`src/rtl/stats_pkg.sv`:
```
// stats_pkg: shared constants, stat indices, FSM state and round-robin pick for the stat scheduler
package stats_pkg;
  localparam int NUM_STATS = 6;
  typedef enum logic [2:0] {HUNGER, HAPPINESS, HEALTH, HYGIENE, ENERGY, SOCIAL} stat_t;
  typedef enum logic {IDLE, REQ} state_t;
  function automatic logic [2:0] rr_pick(logic [NUM_STATS-1:0] pend, logic [2:0] ptr);
    logic [2:0] j;
    rr_pick = ptr;
    for (int k = NUM_STATS - 1; k >= 0; k--) begin
      j = 3'((int'(ptr) + k) % NUM_STATS);
      if (pend[j]) rr_pick = j;
    end
  endfunction
endpackage

```
`src/rtl/stats_scheduler_if.sv`:
```
// stats_scheduler_if: valid/ready update command bus toward the stat register file
interface stats_scheduler_if;
  logic       upd_valid;
  logic       upd_ready;
  logic [2:0] upd_idx;
  logic       upd_inc;
  modport master(output upd_valid, upd_idx, upd_inc, input upd_ready);
  modport slave(input upd_valid, upd_idx, upd_inc, output upd_ready);
endinterface

```
`src/rtl/stat_cooldown.sv`:
```
// stat_cooldown: per-stat care cooldown, busy while the counter is nonzero
module stat_cooldown #(
  parameter int COOLDOWN = 2_700_000
) (
  input  logic clk,
  input  logic reset_n,
  input  logic load,
  output logic busy
);
  localparam int W = $clog2(COOLDOWN + 1);
  logic [W-1:0] cnt;
  always_ff @(posedge clk)
    if (!reset_n) cnt <= '0;
    else if (load) cnt <= W'(COOLDOWN);
    else if (cnt != '0) cnt <= cnt - 1'b1;
  assign busy = cnt != '0;
endmodule

```
`src/rtl/stats_scheduler.sv`:
```
// stats_scheduler: arbitrates decay ticks and care requests into one stat update command at a time
module stats_scheduler
  import stats_pkg::*;
#(
  parameter int TICK_DIV = 10_000_000,
  parameter int COOLDOWN = 2_700_000
) (
  input  logic                 clk,
  input  logic                 reset_n,
  input  logic [NUM_STATS-1:0] care_req,
  input  logic [2:0]           random,
  stats_scheduler_if.master    upd,
  output logic                 tick_pulse,
  output logic [NUM_STATS-1:0] busy_mask,
  output logic [7:0]           miss_cnt
);
  localparam int PW = $clog2(TICK_DIV);
  state_t               state;
  logic [PW-1:0]        presc;
  logic [NUM_STATS-1:0] prev_care, care_pend, care_edge, grant_mask;
  logic                 decay_pend, decay_ev, grant_decay, grant_care;
  logic [2:0]           decay_idx, rr_ptr, rr_idx;
  assign decay_ev    = tick_pulse && random < 3'(NUM_STATS);
  assign rr_idx      = rr_pick(care_pend, rr_ptr);
  assign grant_decay = state == IDLE && decay_pend;
  assign grant_care  = state == IDLE && !decay_pend && |care_pend;
  assign grant_mask  = grant_care ? NUM_STATS'(1) << rr_idx : '0;
  // a stat being granted this cycle is already busy, so its own new edge is dropped
  assign care_edge   = care_req & ~prev_care & ~busy_mask & ~grant_mask;
  always_ff @(posedge clk)
    if (!reset_n) begin
      presc      <= '0;
      tick_pulse <= 1'b0;
      prev_care  <= '1;
      care_pend  <= '0;
      decay_pend <= 1'b0;
      decay_idx  <= '0;
      miss_cnt   <= '0;
      rr_ptr     <= '0;
    end else begin
      presc      <= presc == PW'(TICK_DIV - 1) ? '0 : presc + 1'b1;
      tick_pulse <= presc == PW'(TICK_DIV - 1);
      prev_care  <= care_req;
      care_pend  <= (care_pend & ~grant_mask) | care_edge;
      decay_pend <= decay_ev || (decay_pend && !grant_decay);
      if (decay_ev) decay_idx <= random;
      if (decay_ev && decay_pend && !grant_decay && miss_cnt != 8'hff) miss_cnt <= miss_cnt + 1'b1;
      if (grant_care) rr_ptr <= rr_idx == 3'(SOCIAL) ? 3'(HUNGER) : rr_idx + 3'd1;
    end
  always_ff @(posedge clk)
    if (!reset_n) begin
      state         <= IDLE;
      upd.upd_valid <= 1'b0;
      upd.upd_idx   <= '0;
      upd.upd_inc   <= 1'b0;
    end else if (state == IDLE) begin
      if (grant_decay || grant_care) begin
        state         <= REQ;
        upd.upd_valid <= 1'b1;
        upd.upd_idx   <= grant_decay ? decay_idx : rr_idx;
        upd.upd_inc   <= grant_decay;
      end
    end else if (upd.upd_ready) begin
      state         <= IDLE;
      upd.upd_valid <= 1'b0;
    end
  for (genvar i = 0; i < NUM_STATS; i++) begin : g_cd
    stat_cooldown #(.COOLDOWN(COOLDOWN)) u_cd (
      .clk    (clk),
      .reset_n(reset_n),
      .load   (grant_mask[i]),
      .busy   (busy_mask[i])
    );
  end
endmodule

```
`src/flat_wrapper.sv`:
```
// flat-port wrapper written by rule: the top's interface ports become plain ports
module stats_scheduler_flat import stats_pkg::*;
#(
  parameter int TICK_DIV = 10_000_000,
  parameter int COOLDOWN = 2_700_000
)
  (clk, reset_n, care_req, random, tick_pulse, busy_mask, miss_cnt, upd_upd_valid, upd_upd_idx, upd_upd_inc, upd_upd_ready);
  stats_scheduler_if upd_i ();
  input  logic clk;
  input  logic reset_n;
  input  logic [NUM_STATS-1:0] care_req;
  input  logic [2:0] random;
  output logic tick_pulse;
  output logic [NUM_STATS-1:0] busy_mask;
  output logic [7:0] miss_cnt;
  output wire logic [$bits(upd_i.upd_valid)-1:0] upd_upd_valid;
  output wire logic [$bits(upd_i.upd_idx)-1:0] upd_upd_idx;
  output wire logic [$bits(upd_i.upd_inc)-1:0] upd_upd_inc;
  input wire logic [$bits(upd_i.upd_ready)-1:0] upd_upd_ready;
  assign upd_upd_valid = upd_i.upd_valid;
  assign upd_upd_idx = upd_i.upd_idx;
  assign upd_upd_inc = upd_i.upd_inc;
  assign upd_i.upd_ready = upd_upd_ready;
  stats_scheduler #(.TICK_DIV(TICK_DIV), .COOLDOWN(COOLDOWN)) u_core (.clk(clk), .reset_n(reset_n), .care_req(care_req), .random(random), .upd(upd_i), .tick_pulse(tick_pulse), .busy_mask(busy_mask), .miss_cnt(miss_cnt));
endmodule
```
`config.mk`:
```
export PLATFORM = sky130hd
export DESIGN_NAME = stats_scheduler_flat
export DESIGN_NICKNAME = d
export VERILOG_FILES = /design/src/rtl/stats_pkg.sv /design/src/rtl/stats_scheduler_if.sv /design/src/rtl/stat_cooldown.sv /design/src/rtl/stats_scheduler.sv /design/src/flat_wrapper.sv
export SDC_FILE = /design/constraint.sdc
export NUM_CORES = 1
export LEC_CHECK = 0
export CORE_MARGIN = 2
export CORE_UTILIZATION = 40
export DETAILED_ROUTE_END_ITERATION = 8
export GPL_ROUTABILITY_DRIVEN = 0
export SLEW_MARGIN = 20
export SYNTH_ARGS = -nofsm -noshare
export SYNTH_HDL_FRONTEND = slang
export SYNTH_HIERARCHICAL = 1
export SYNTH_SLANG_ARGS = --single-unit
```
`constraint.sdc`:
```
create_clock -name clk -period 5.2 [get_ports clk]
set_input_delay 0.52 -clock clk [delete_from_list [all_inputs] [get_ports clk]]
set_output_delay 0.52 -clock clk [all_outputs]
set_load 0.01 [all_outputs]
```
==> results of run 1 <==
[cells in the final DEF, fill, tap and decap left out, types with 8 or more instances in the layout]
master / count
or4_1: 45
nor2b_1: 9
clkbuf_16: 17
nor3_2: 12
or2_2: 49
inv_1: 30
mux2i_1: 63
nor2_1: 96
o21ai_0: 25
a21o_1: 8
nor4_1: 33
a31oi_1: 37
and2_1: 16
ha_1: 24
nand2b_1: 13
a211o_1: 10
nand2_1: 124
dfxtp_1: 190
buf_4: 20
nand3_1: 25
a21oi_1: 72
xnor2_1: 14
nor3b_1: 15
clkdlybuf4s50_1: 30
a211oi_1: 21
o31ai_1: 39
xor2_1: 18
nor4_4: 12
and3_1: 25
nand4_1: 34
or3_1: 41
nor3_1: 52
[layout make-up]
type	count	area, µm²
inverter	39	146
sequential	190	3800
multi-input combinational	1055	7090
timing repair buffer	51	455
clock inverter	15	190
tap	378	473
clock buffer	17	425
fill	2748	15000
[metrics by stage]
| step | hold slack, ns | cells | setup WS [ns] | power [µW] | cell area [µm²] |
|---|---|---|---|---|---|
| 6_report | 0.470 | 1745 | 0.388 | 9320 | 12600 |
| 5_1_grt | 0.498 | 1745 | 0.0276 | 10100 | 12600 |
| 4_1_cts | 0.473 | 1745 | 0.327 | 9340 | 12600 |
| 3_5_place_dp | 0.451 | 1713 | 0.359 | 7910 | 12000 |
| 3_3_place_gp | 0.440 | 1713 | 0.500 | 7860 | 12000 |
| 2_1_floorplan | 0.426 | 1317 | 0.777 | 6720 | 11200 |
[power groups by stage]
stage,clock [µW],combinational (µW),sequential [µW]
finish,1370,5350,2600
global route,1470,5970,2700
CTS,1420,5330,2590
detailed placement,0,5300,2610
global placement,0,5260,2600
floorplan,0,4280,2450
[final timing paths]
path	to	startpoint	slack [ns]
setup reg to reg	u_core/g_cd[3].u_cd/cnt[2]	u_core/rr_ptr[2]	0.39
hold reg to reg	u_core/presc[0]	u_core/presc[0]	0.47
hold / removal	u_core/presc[0]	u_core/presc[0]	0.47
setup / recovery	u_core/g_cd[3].u_cd/cnt[2]	u_core/rr_ptr[2]	0.39
[per-layer routing]
metal	part of all wire (%)	GRT usage [%]	wire, µm	vias up
met5	0	0	0	-
met4	1.8	6.08	493	0
met3	4.3	3.64	1150	38
met2	46	30.9	12400	181
met1	48	25.4	12800	4752
li1	-	-	-	5086
[worst register-to-register path, cell delays in order, from the launching register on]
cell and delay (ns):
dfxtp_1 0.58, inv_1 0.13, ha_1 0.22, a21o_1 0.23
ha_1 0.31, or4b_4 0.50, and3_4 0.21, a2111oi_2 0.35
a211oi_1 0.12, o22ai_1 0.33, nor3_1 0.16, or2_1 0.34
nor2_1 0.40, clkinv_1 0.23, nand2_1 0.35, or2_2 0.19
mux2i_1 0.06
[sequential cells by signal (all words and copies together), names as in the netlist]
name,cells
u_core/decay_idx,3
u_core/decay_pend,1
u_core/miss_cnt,8
u_core/g_cd.u_cd/cnt,132
u_core/presc,24
u_core/upd.upd_idx,3
u_core/prev_care,6
u_core/upd.upd_valid,1
u_core/upd.upd_inc,1
u_core/state,1
u_core/rr_ptr,3
u_core/tick_pulse,1
u_core/care_pend,6
[cells by family after synthesis]
| logic type | synth area share (%) |
|---|---|
| simple gates | 34.5 |
| compound gates | 17.0 |
| flops | 34.0 |
| buf+inv | 2.68 |
| mux | 6.54 |
| xor+xnor | 2.51 |
| fa+ha+maj | 2.77 |
==> results list, run 1 <==
* Leakage component of the power: 0.00472 µW
* Signed area change from the synthesized netlist to the final layout: 12.5%
* CP max-delay cell: dfxtp_1
- In the post-synthesis netlist, the cell with the most instances is dfxtp_1.
* Antenna violations before repair: 0
- TritonCTS built the clock tree.
- In the synthesized netlist the async set-or-reset flop fraction comes to 0%.
* Clock sinks: 190
* Number of flops mapped to enable cells by yosys: 0
- Worst Setup Path Type: flop to flop
- In the synthesized netlist, the number of instances is 1,317.
* Final standard cell utilization of the core: 45.5%
* Net switching power: 4600 µW
- The initialized floorplan defines 61 standard-cell rows.
- The die covers 0.0293 mm².
* Total via count after detailed routing: between 10,000 and 15,000
* Worst-Margin Slew: approximately 0.94 ns
- Wire length of the first global-routing pass: 46,300 µm
* Required arrival time at the worst endpoint: 5.52 ns
- The floorplan step set the die height to ~170 µm.
- IR analysis of the VDD net gives a maximum drop of between 300 and 400 µV.
- Max Fanout on Critical Path: 13
- Each instance of the synthesized netlist takes up on average 8.49 µm².
- Worst path cell trace: inv_1 > ha_1 > a21o_1 > ha_1 > or4b_4 > and3_4 > a2111oi_2 > a211oi_1 > o22ai_1 > nor3_1 > or2_1 > nor2_1 > clkinv_1 > nand2_1 > or2_2 > mux2i_1
- Routed WL: approximately 27,000 µm
- Yosys attributes the largest share of cell area to dfxtp_1 34%, mux2i_1 5.6%, nand2_1 4.2%.
- Critical path startpoint category: flop
- Setup repair after global routing left no endpoint under its margin.
* Number of remaining DRC errors: 0
- Commonest register cell after synthesis: dfxtp_1
- Largest net degree at the start of global routing: 36
- The most numerous cell type found on the critical path is ha_1.
* Antenna Cells: 0
- Router iterations before antenna repair: 5
- Port buffering added 31 buffers.
* Yosys reg bits: 190
- Measured against its own limit, the worst slew margin works out to 37.0%.
- The longest clock path from root to sink contains 2 buffers.
- Effective utilization at floorplan: 40.5%
- Setup violations remaining at the end of the flow were counted as 0.
- The detailed router finished its first iteration with 551 violations.
* Number of placed I/O pins: 32
- Kind of path behind the tightest hold check: flop to flop
- Internal Pwr Total: 4720 µW
* Portion of total power attributed to combinational logic: 57.4%
* Post-synthesis cell area: 0.0112 mm²
- For the finished layout, the period the worst path requires is approximately 4.8 ns.
- The tool flagged a number of max-cap violations equal to 0.
- Estimated wirelength of the detail-placed design: 19,000 µm
- The region available for standard cell placement spans 0.0276 mm².
- The final layout contains 1,390 nets.
- Top-area cell type share of the netlist area: 34.0%
* Top post-synthesis cells by count: 190 x dfxtp_1, 126 x nand2_1, 96 x nor2_1
- The final number of hold-violating endpoints was 0.
- Clock slew at reported path FFs: 0.09 ns
- Hold Path Cell Cnt: 1
* Number of nets still failing antenna checks after routing: 0
- Cells with a size suffix above 1 make up a little under an eighth of the layout.
- Fraction of power spent switching nets: 49.3%
* Result of the run: completed
- The cell family contributing the most delay on the critical path is simple AND/OR/NAND/NOR gates.
- Between clock sinks in the finished design, the worst skew comes to between 0.02 and 0.025 ns.
* Vias in the first global route: about 9,500
- During synthesis, Yosys emitted a total of 6 warnings.
- The worst setup path is captured at a flop.
- Horizontal die dimension: around 170 µm
- On the worst path, the slowest cell contributes a delay of between 0.5 and 0.6 ns.
* Wire length per cell: 15.4 µm
- The H-tree was split into 4 levels.
- Of the total power, registers draw 27.9%.
- Overflow left after global routing: 0
* Clock buffers created by TritonCTS: 17
* Number of buffer and inverter instances along the worst setup path: 2
* Number of cells traversed by the worst register-to-register path: 16
* Number of gates given a new drive strength after cts: 0
- Hold repair after CTS inserted 0 buffers.
- Vias per inst: 5.76
* Portion of total power attributed to the clock network: 14.7%
- Power spread over the standard cell area amounts to 741 mW/mm².
- The worst path uses between 90% and 100% of the clock period.
- Yosys mapped the design onto 77 distinct sky130hd cell types.
- Buffers added to address setup during post-CTS repair amount to 0.
- Syn Nets: 1,353
* Cell at the root of the clock tree: clkbuf_16
* Synth area leader: dfxtp_1
- Gr usage total: 19.0%
* Sequential area share after synthesis: approximately a third
- Max Fclk: 208 MHz
* Total stage count of the critical path: 16
- The later pin in the worst-skew pair is clocked with a latency of ~0.44 ns.
- Data arrival at the endpoint of the critical path: 5.14 ns
- Number of slew-limit violations in the final report: 0
* Sum Neg Setup Slack: 0 ns
Note: power is estimated with default switching activity, not from simulation.
==> run 2, diff against run 1 <==
CAP_MARGIN = 40   (was default)
==> run 2 against run 1 <==
  * Worst setup slack improved by 0.0027 ns
  * Non-clock buffer count increased by 3
  * Hold slack worse by 0.0019 ns
  * Clock skew fell by 0.0011 ns
  * Global-route usage unchanged
  * Highest routed layer unchanged
  * Largest power group unchanged
  * Clock power about the same
==> results list, run 2 (synthesis results as in run 1) <==
- Result of the run: completed (unchanged).
* Fin. Hold Viols: 0 (unchanged)
- Max Fanout on Critical Path: 13 (unchanged)
* Final Critical Period: 4.81 ns (about the same)
- Number of slew-limit violations in the final report: 0 (unchanged)
- The met1 routed wirelength after detailed routing was 12,900 µm (was 12,800 µm).
* Vias per inst: 5.74 (was 5.76)
* Cell at the root of the clock tree: clkbuf_16 (unchanged)
- Worst-Margin Slew: 0.830 ns (was 0.938 ns)
- The clock-pin slew reported for the worst setup and hold paths after clock tree synthesis was 0.09 ns (about the same).
- Leading cell types in the layout, fill and taps excluded: 190 x dfxtp_1, 124 x nand2_1, 96 x nor2_1 (unchanged)
* Worst supply voltage drop on vdd: 333 µV (about the same)
- The critical path endpoint category was a flop (unchanged).
- Registers with the most flip-flops: u_core/g_cd.u_cd/cnt (132), u_core/presc (24), u_core/miss_cnt (8) (unchanged)
* Antenna Cells: 0 (unchanged)
- Register ranked first by flip-flop count: u_core/g_cd.u_cd/cnt (unchanged)
- The internal reg-to-reg setup slack is 0.39 ns (about the same).
- The y dimension of the die came to 171 µm (unchanged).
- The fraction of final layout cells sized beyond drive strength 1 came to 12.0% (was 11.9%).
- The final net count came to 1,393 (was 1,390).
- The number of global-route vias before repair is 9,549 (unchanged).
- The number of detailed-route iterations in the first pass is 5 (unchanged).
- The net switching power was 4600 µW (about the same).
- The number of sinks on the clock net was 190 (unchanged).
* Leakage component of the power: 0.00473 µW (was 0.00472 µW)
- Number of placed I/O pins: 32 (unchanged)
- The area added between synthesis and finish is 12.7% (was 12.5%).
* Number of port buffers: 31 (unchanged)
- Kind of path behind the tightest hold check: flop to flop (unchanged)
- Max-cap violations: 0 (unchanged)
- Largest register FFs: 132 (unchanged)
* Internal Pwr Total: 4740 µW (was 4720 µW)
- Hold slack: 0.468 ns (was 0.470 ns)
- The required arrival time at the worst endpoint is 5.52 ns (about the same).
* Fraction of power spent switching nets: 49.3% (about the same)
* Worst slew slack as a fraction of its limit: 44.5% (was 37.0%)
- The total length of routed met3 wires was 1120 µm (was 1150 µm).
* Largest net degree at the start of global routing: 36 (unchanged)
* Violation count after the first detailed-route iteration: 536 (was 551)
- The path type of the worst setup path was flop to flop (unchanged).
- Effective utilization at floorplan: 40.5% (unchanged)
- Max Fclk: 208 MHz (about the same)
- Number of nets still failing antenna checks after routing: 0 (unchanged)
- Horizontal die dimension: 171 µm (unchanged)
- Number of buffers added to fix hold violations after cts: 0 (unchanged)
* RSZ-0062 raised after global routing: no (unchanged)
* Number of cell rows: 61 (unchanged)
- Wire length of the first global-routing pass: 46,300 µm (unchanged)
- Routed length on met2: 12,400 µm (about the same)
* Portion of total power attributed to the clock network: 14.7% (about the same)
- Placeable core region: 0.0276 mm² (unchanged)
* Die Outline Area: 0.0293 mm² (unchanged)
- The power density over the cells came to 741 mW/mm² (about the same).
- The uppermost metal layer occupied by signal nets is met4 (unchanged).
- The via count is 10,000 (was 10,100).
- H-Tree Depth: 4 (unchanged)
- Critical path startpoint category: flop (unchanged)
* Post-route clock skew: 0.0204 ns (was 0.0214 ns)
* Tcrit/Tclk final: 92.5% (about the same)
- The core utilization of the finished layout came to 45.6% (was 45.5%).
- The most common library cell in the layout ignoring fill and taps is dfxtp_1 (unchanged).
* Antenna violations before repair: 0 (unchanged)
- The sequential share of power is 27.8% (was 27.9%).
- The TritonCTS clock tree is done (unchanged).
- The final instance count without filler cells came to 1,748 (was 1,745).
- The overall fraction of global-route tracks in use was 19.0% (unchanged).
- The count of placed standard cells including taps was 1,713 (unchanged).
- The final total negative setup slack came to 0 ns (unchanged).
* Number of remaining DRC errors: 0 (unchanged)
* Data arrival at the endpoint of the critical path: 5.13 ns (was 5.14 ns)
* Final setup violation count: 0 (unchanged)
- The total CTS buffers was 17 (unchanged).
* Routed WL: 26,900 µm (was 26,800 µm)
- Estimated wirelength of the detail-placed design: 19,000 µm (unchanged)
* Wire length per cell: 15.4 µm (about the same)
- Clock latency on the worst-skew pair: 0.44 ns (about the same)
- The proportion of power drawn by combinational gates came to 57.5% (was 57.4%).
- CTS max path bufs: 2 (unchanged)
- Overflow left after global routing: 0 (unchanged)
run 2: cell types whose count changed in the layout (fill, tap and decap cells not counted):
cell      delta
buf_4        +1
buf_6        +1
clkbuf_2     +1
run 2: per-stage QoR:
| stage | area, µm² | worst slack [ns] | total power, µW |
|---|---|---|---|
| after global placement | 12000 | 0.500 | 7860 |
| after floorplan | 11200 | 0.777 | 6720 |
| after global routing | 12600 | 0.0276 | 10200 |
| after detailed placement | 12000 | 0.359 | 7910 |
| after CTS | 12600 | 0.327 | 9340 |
| final | 12600 | 0.391 | 9340 |
run 2: power groups by stage:
stage	sequential (µW)	clock, µW	combinational (µW)
6_report	2600	1370	5370
5_1_grt	2700	1470	5990
4_1_cts	2590	1420	5330
3_5_place_dp	2610	0	5300
3_3_place_gp	2600	0	5260
2_1_floorplan	2450	0	4280
run 2: final timing paths:
kind / startpoint / end / depth (start not counted)
worst max-delay path: u_core/rr_ptr[2] / u_core/g_cd[3].u_cd/cnt[2] / 16
worst min-delay path: u_core/presc[0] / u_core/presc[0] / 1
worst max register to register: u_core/rr_ptr[2] / u_core/g_cd[3].u_cd/cnt[2] / 16
worst min register to register: u_core/presc[0] / u_core/presc[0] / 1
run 2: per-layer routing:
metal / vias up / GRT usage (%)
met1: 4735 / 25.4
met4: 0 / 6.08
met2: 177 / 30.9
li1: 5087 / -
met5: - / 0
met3: 33 / 3.64
run 2: final cells by class:
type                    instances  area [µm²]
multi-input cells            1055        7090
well taps                     378         473
repair buffers                 54         479
flip-flops and latches        190        3800
clock inverters                15         190
inverters                      39         146
clock buffers                  17         425
fillers                      2748       15000
run 2: what timing repair did:
item / 4_1_cts / 5_1_grt
endpoints found under the setup margin: 0 / 16
setup buffers: 0 / 0
resized for setup: 0 / 2
run 2: critical path: stages (launching register included):
cell	delay, ns
dfxtp_1	0.58
inv_1	0.13
ha_1	0.22
a21o_1	0.23
ha_1	0.31
or4b_4	0.49
and3_4	0.21
a2111oi_2	0.35
a211oi_1	0.13
o22ai_1	0.32
nor3_1	0.16
or2_1	0.34
nor2_1	0.40
clkinv_1	0.23
nand2_1	0.35
or2_2	0.19
mux2i_1	0.06
